### config.mk
export PLATFORM = sky130hd
export DESIGN_NAME = return_address_stack
export DESIGN_NICKNAME = d
export VERILOG_FILES = /design/src/rtl/return_address_stack.sv
export SDC_FILE = /design/constraint.sdc
export NUM_CORES = 1
export LEC_CHECK = 0
export CAP_MARGIN = 10
export CORE_ASPECT_RATIO = 0.6
export CORE_MARGIN = 3
export CORE_UTILIZATION = 56
export DETAILED_ROUTE_END_ITERATION = 16
export HOLD_SLACK_MARGIN = 0.06
export PLACE_DENSITY_LB_ADDON = 0.08
export SLEW_MARGIN = 25
export SYNTH_ARGS = -nofsm -noshare
export SYNTH_HDL_FRONTEND = slang
export SYNTH_SLANG_ARGS = --single-unit
### constraint.sdc
create_clock -name clock -period 4.5 [get_ports clock]
set_clock_uncertainty 0.1 [all_clocks]
set_input_delay 0.9 -clock clock [delete_from_list [all_inputs] [get_ports clock]]
set_output_delay 0.9 -clock clock [all_outputs]
set_load 0.01 [all_outputs]
### src/rtl/return_address_stack.sv
// Return address stack: a hardware call/return stack that feeds the
// returnAddress operand of pcModule when the PC source selects the RA path.
//
// Ports
//   clock          rising-edge system clock
//   reset          asynchronous active-low reset, clears all state
//   clear          synchronous flush: drops all entries, clears sticky flags
//   pc             current PC; pc+PC_INC is stored on a call
//   push           call in this cycle
//   pop            return in this cycle
//   returnAddress  top-of-stack entry (0 when empty), registered state only
//   ra_valid       stack holds at least one entry
//   stack_full     count == DEPTH
//   count          number of valid entries, 0..DEPTH
//   overflow       sticky: push accepted while full (oldest entry lost)
//   underflow      sticky: pop requested while empty
module return_address_stack #(
    parameter int unsigned WIDTH  = 32,
    parameter int unsigned DEPTH  = 8,
    parameter int unsigned PC_INC = 1
) (
    input  logic                       clock,
    input  logic                       reset,
    input  logic                       clear,
    input  logic [WIDTH-1:0]           pc,
    input  logic                       push,
    input  logic                       pop,
    output logic [WIDTH-1:0]           returnAddress,
    output logic                       ra_valid,
    output logic                       stack_full,
    output logic [$clog2(DEPTH):0]     count,
    output logic                       overflow,
    output logic                       underflow
);

    localparam int unsigned AW = $clog2(DEPTH);
    localparam int unsigned CW = AW + 1;
    localparam logic [CW-1:0] FULL_CNT = CW'(DEPTH);

    logic [WIDTH-1:0] mem_q [DEPTH];
    logic [AW-1:0]    tp_q,    tp_d;
    logic [CW-1:0]    cnt_q,   cnt_d;
    logic             ovf_q,   ovf_d;
    logic             udf_q,   udf_d;

    logic             wr_en;
    logic [AW-1:0]    wr_idx;
    logic [WIDTH-1:0] push_addr;

    // Carry out of the increment is discarded: the address wraps mod 2^WIDTH.
    assign push_addr = pc + WIDTH'(PC_INC);

    always_comb begin
        tp_d   = tp_q;
        cnt_d  = cnt_q;
        ovf_d  = ovf_q;
        udf_d  = udf_q;
        wr_en  = 1'b0;
        wr_idx = tp_q;

        if (clear) begin
            tp_d  = '0;
            cnt_d = '0;
            ovf_d = 1'b0;
            udf_d = 1'b0;
        end else begin
            unique case ({push, pop})
                2'b10: begin
                    // When full, tp+1 is the oldest slot, so it is overwritten.
                    tp_d   = tp_q + 1'b1;
                    wr_en  = 1'b1;
                    wr_idx = tp_q + 1'b1;
                    if (cnt_q == FULL_CNT) begin
                        ovf_d = 1'b1;
                    end else begin
                        cnt_d = cnt_q + 1'b1;
                    end
                end
                2'b01: begin
                    if (cnt_q != '0) begin
                        tp_d  = tp_q - 1'b1;
                        cnt_d = cnt_q - 1'b1;
                    end else begin
                        udf_d = 1'b1;
                    end
                end
                2'b11: begin
                    // Return-then-call replaces the top in place; on an empty
                    // stack there is nothing to return from, so act as a push.
                    wr_en = 1'b1;
                    if (cnt_q == '0) begin
                        tp_d   = tp_q + 1'b1;
                        wr_idx = tp_q + 1'b1;
                        cnt_d  = CW'(1);
                    end
                end
                default: ;
            endcase
        end
    end

    always_ff @(posedge clock or negedge reset) begin
        if (!reset) begin
            tp_q  <= '0;
            cnt_q <= '0;
            ovf_q <= 1'b0;
            udf_q <= 1'b0;
            for (int unsigned i = 0; i < DEPTH; i++) begin
                mem_q[i] <= '0;
            end
        end else begin
            tp_q  <= tp_d;
            cnt_q <= cnt_d;
            ovf_q <= ovf_d;
            udf_q <= udf_d;
            if (wr_en) begin
                mem_q[wr_idx] <= push_addr;
            end
        end
    end

    assign returnAddress = (cnt_q != '0) ? mem_q[tp_q] : '0;
    assign ra_valid      = (cnt_q != '0);
    assign stack_full    = (cnt_q == FULL_CNT);
    assign count         = cnt_q;
    assign overflow      = ovf_q;
    assign underflow     = udf_q;

endmodule

==> results.rst <==
.. list-table::
   :header-rows: 1

   * - Metric
     - Value
   * - Post-Route Setup TNS
     - 0 ps
   * - Finish-stage setup viols
     - 0
   * - Area of the mapped netlist
     - 12,400 sq um
   * - Pre-antenna DRT Iters
     - 7
   * - Slew margin rel.
     - 39.1%
   * - Number of I/O port buffers
     - 76
   * - Wire length of the first global-routing pass
     - 49,300 microns
   * - Asr flop ratio synth
     - 100%
   * - Weighted congestion at the end of routability-driven global placement
     - 0.776
   * - Total placed instance area
     - 13,500 sq um
   * - Antenna fix cells
     - 0
   * - Die H
     - 121 microns
   * - P&R area growth vs syn
     - 16.0%
   * - Antenna violation net count after detailed routing
     - 0
   * - Syn avg cell area
     - 10.4 sq um
   * - Sort of element at the end of the critical path
     - output pin
   * - Top FF cell, synth
     - sky130_fd_sc_hd__dfrtp_1
   * - Warnings from Yosys
     - 0
   * - Number of standard cells after synthesis
     - 1,182
   * - Sequential-to-total area share from yosys stat
     - 53.7%
   * - Top post-synthesis cells by area
     - sky130_fd_sc_hd__dfrtp_1 54%, sky130_fd_sc_hd__mux4_2 12%, sky130_fd_sc_hd__a21oi_1 6.4%
   * - Total number of nets in the final design
     - 1,277
   * - Vias per std cell
     - 5.88
   * - WP data arrival
     - 2820 ps
   * - Worst-Margin Slew
     - 907 ps
   * - Postcts setup bufs
     - 0
   * - GRT Residual Overflow
     - 0
   * - Number of placed instances, taps included
     - 1,485
   * - Leading cell types in the layout, fill and taps excluded
     - 262 x sky130_fd_sc_hd__dfrtp_1, 201 x sky130_fd_sc_hd__nand2_1, 158 x sky130_fd_sc_hd__a21oi_1
   * - Count of different cell masters after synthesis
     - 49
   * - Detailed router's first-iteration violation count
     - 561
   * - Max IR drop VDD
     - 0.388 mV
   * - Leading area contributor after synthesis
     - sky130_fd_sc_hd__dfrtp_1
   * - Worst Setup Path Type
     - flop to output pin
   * - Cts-stage hold buffer count
     - 0
   * - Unrepaired setup endpoints after global routing
     - false
   * - Number of flops mapped to enable cells by yosys
     - 0
   * - Final hold violation count
     - 0
   * - Number of antenna violations at the first check in global routing
     - 0
   * - Starting density of the core
     - 57.9%
   * - Required arrival time at the worst endpoint
     - 3500 ps
   * - Chip width
     - 198 microns
   * - Share of Yosys cell area claimed by the top area cell type
     - 53.7%
   * - Maximum number of pins on one net before global-route repair
     - 124
   * - Startpoint type of the worst setup path
     - flop
   * - Largest fanout of any net on the critical path
     - 21
   * - Clock tree from TritonCTS
     - yes
   * - Worst min-delay path class
     - input port to async pin
   * - Pwr/cell area
     - 655 nW/um^2
   * - Maximum buffer depth of the clock tree
     - 3
   * - Vias
     - 9,004
   * - Master cell of the clock root buffer
     - sky130_fd_sc_hd__clkbuf_16
   * - Count of filler cells inserted in the layout
     - 1,680
   * - Die area
     - 23,900 sq um
   * - Num CTS Buffers
     - 25
   * - Tmin final
     - 3820 ps
   * - Vias in the first global route
     - 8,774
   * - Boundary pin count
     - 77
   * - Most common cell after layout, fill and taps aside
     - sky130_fd_sc_hd__dfrtp_1
   * - Number of cells upsized or downsized after cts
     - 0
   * - Leak pwr
     - 6.11 nW
   * - Placement row count
     - 41
   * - Status
     - complete, no violations
   * - Maximum clock rate
     - 0.262 GHz
   * - Total nets after synthesis
     - 1,225
   * - Hold slack final
     - 155 ps
   * - Post-detailed-routing wire length
     - 30,100 microns
   * - Post-Route Utilization
     - 67.1%
   * - HPWL Detailed
     - 18,800 microns
   * - Post-layout instance count excluding filler cells
     - 1,532
   * - Final critical-path share of the clock period
     - 84.8%
   * - Count of maximum capacitance violations
     - 0
   * - CTS sink count
     - 265
   * - Number of pins with negative max-slew slack in the final report
     - 0
   * - Average detailed-routed wire length per instance
     - 19.7 microns
   * - Placeable core region
     - 21,300 sq um
   * - Register clock-pin slew on the reported worst setup and hold paths
     - 60 ps
   * - Worst-Skew Late Latency
     - 540 ps
   * - Synthesized flop and latch total
     - 265
   * - Global Route Usage Sum
     - 26.2%
   * - Post-route cell area
     - 14,300 sq um
   * - H-tree depth reported by CTS
     - 1
   * - Share of cells above drive strength 1
     - 12.9%
   * - Count of unresolved DRC violations after routing
     - 0
==> stage by stage <==
step,power [W],setup slack (ps)
after floorplan,0.00605,1320
after global placement,0.00712,818
after detailed placement,0.00723,701
after CTS,0.00944,668
after global routing,0.00999,584
final,0.00938,683
==> synthesized netlist by cell type (2+ instances only) <==
cell type	number
sky130_fd_sc_hd__o311ai_0	2
sky130_fd_sc_hd__and2_1	4
sky130_fd_sc_hd__ha_1	5
sky130_fd_sc_hd__and4_1	3
sky130_fd_sc_hd__a211oi_1	2
sky130_fd_sc_hd__clkbuf_1	57
sky130_fd_sc_hd__xor2_1	28
sky130_fd_sc_hd__nor3_1	4
sky130_fd_sc_hd__mux2i_1	5
sky130_fd_sc_hd__a21oi_1	158
sky130_fd_sc_hd__buf_1	2
sky130_fd_sc_hd__nand2_1	201
sky130_fd_sc_hd__a211oi_2	2
sky130_fd_sc_hd__nand4_1	16
sky130_fd_sc_hd__o211ai_1	5
sky130_fd_sc_hd__nor2_1	134
sky130_fd_sc_hd__a211oi_4	2
sky130_fd_sc_hd__and3_1	3
sky130_fd_sc_hd__o211ai_2	2
sky130_fd_sc_hd__nand3_1	13
sky130_fd_sc_hd__buf_6	6
sky130_fd_sc_hd__nand2b_1	3
sky130_fd_sc_hd__mux4_2	64
sky130_fd_sc_hd__inv_1	15
sky130_fd_sc_hd__xnor2_1	6
sky130_fd_sc_hd__o21ai_1	7
sky130_fd_sc_hd__o2111ai_1	2
sky130_fd_sc_hd__mux2_2	9
sky130_fd_sc_hd__buf_2	19
sky130_fd_sc_hd__dfrtp_1	265
sky130_fd_sc_hd__o21ai_0	120
==> registers in the layout, indices dropped and copies added (netlist names) <==
register	count
overflow	1
count	4
tp_q	3
underflow	1
mem_q	256
==> cell type report <==
type	count	area [sq um]	area share [%]
sequential	265	6640	46.3
multi-input combinational	816	5320	37.1
timing repair buffer	110	1120	7.79
clock buffer	37	731	5.10
tap	279	349	2.44
clock inverter	9	118	0.821
inverter	16	60.1	0.419
==> worst max-delay path, cell delays in order, from the launching register on <==
cell                              delay (ps)
sky130_fd_sc_hd__dfrtp_4                 640
sky130_fd_sc_hd__buf_12                  240
sky130_fd_sc_hd__mux4_2                  350
sky130_fd_sc_hd__nand2_1                  60
sky130_fd_sc_hd__a21oi_1                 350
sky130_fd_sc_hd__clkdlybuf4s50_1         620
==> layer usage <==
layer / up-vias / routed length (microns) / GRT usage [%]
li1: 4237 / - / -
met5: - / 0 / 0
met4: 0 / 374 / 4.06
met2: 226 / 13300 / 38.6
met3: 39 / 1680 / 4.47
met1: 4502 / 14800 / 41.9
==> kinds of logic (layout without fill, tap and decap cells) <==
kind of cell	Yosys count	count (layout)	share of synthesized area, %
buffers and inverters	101	172	3.64
multiplexers	78	78	12.9
adder cells (fa/ha/maj)	6	6	0.669
AND/OR/NAND/NOR	386	386	12.7
AO/OA/AOI/OAI	311	311	13.9
flip-flops	265	265	53.7
XOR/XNOR	35	35	2.54
==> where the power goes <==
part | switching [W] | total [W] | internal (W)
clock network | 0.000923 | 0.00217 | 0.00125
registers | 0.000599 | 0.00400 | 0.00340
logic | 0.00155 | 0.00321 | 0.00166
==> final timing paths <==
kind | start | to | slack, ps | cells after the start
setup / recovery | tp_q[0] | returnAddress[12] | 680 | 5
max in group asynchronous | reset | mem_q[241] | 2850 | 3
hold reg to reg | mem_q[201] | mem_q[201] | 380 | 2
min in group clock | mem_q[201] | mem_q[201] | 380 | 2
hold / removal | reset | overflow | 160 | 1
setup reg to reg | count[1] | mem_q[231] | 1360 | 6
Power figures use the tool's default switching activity.
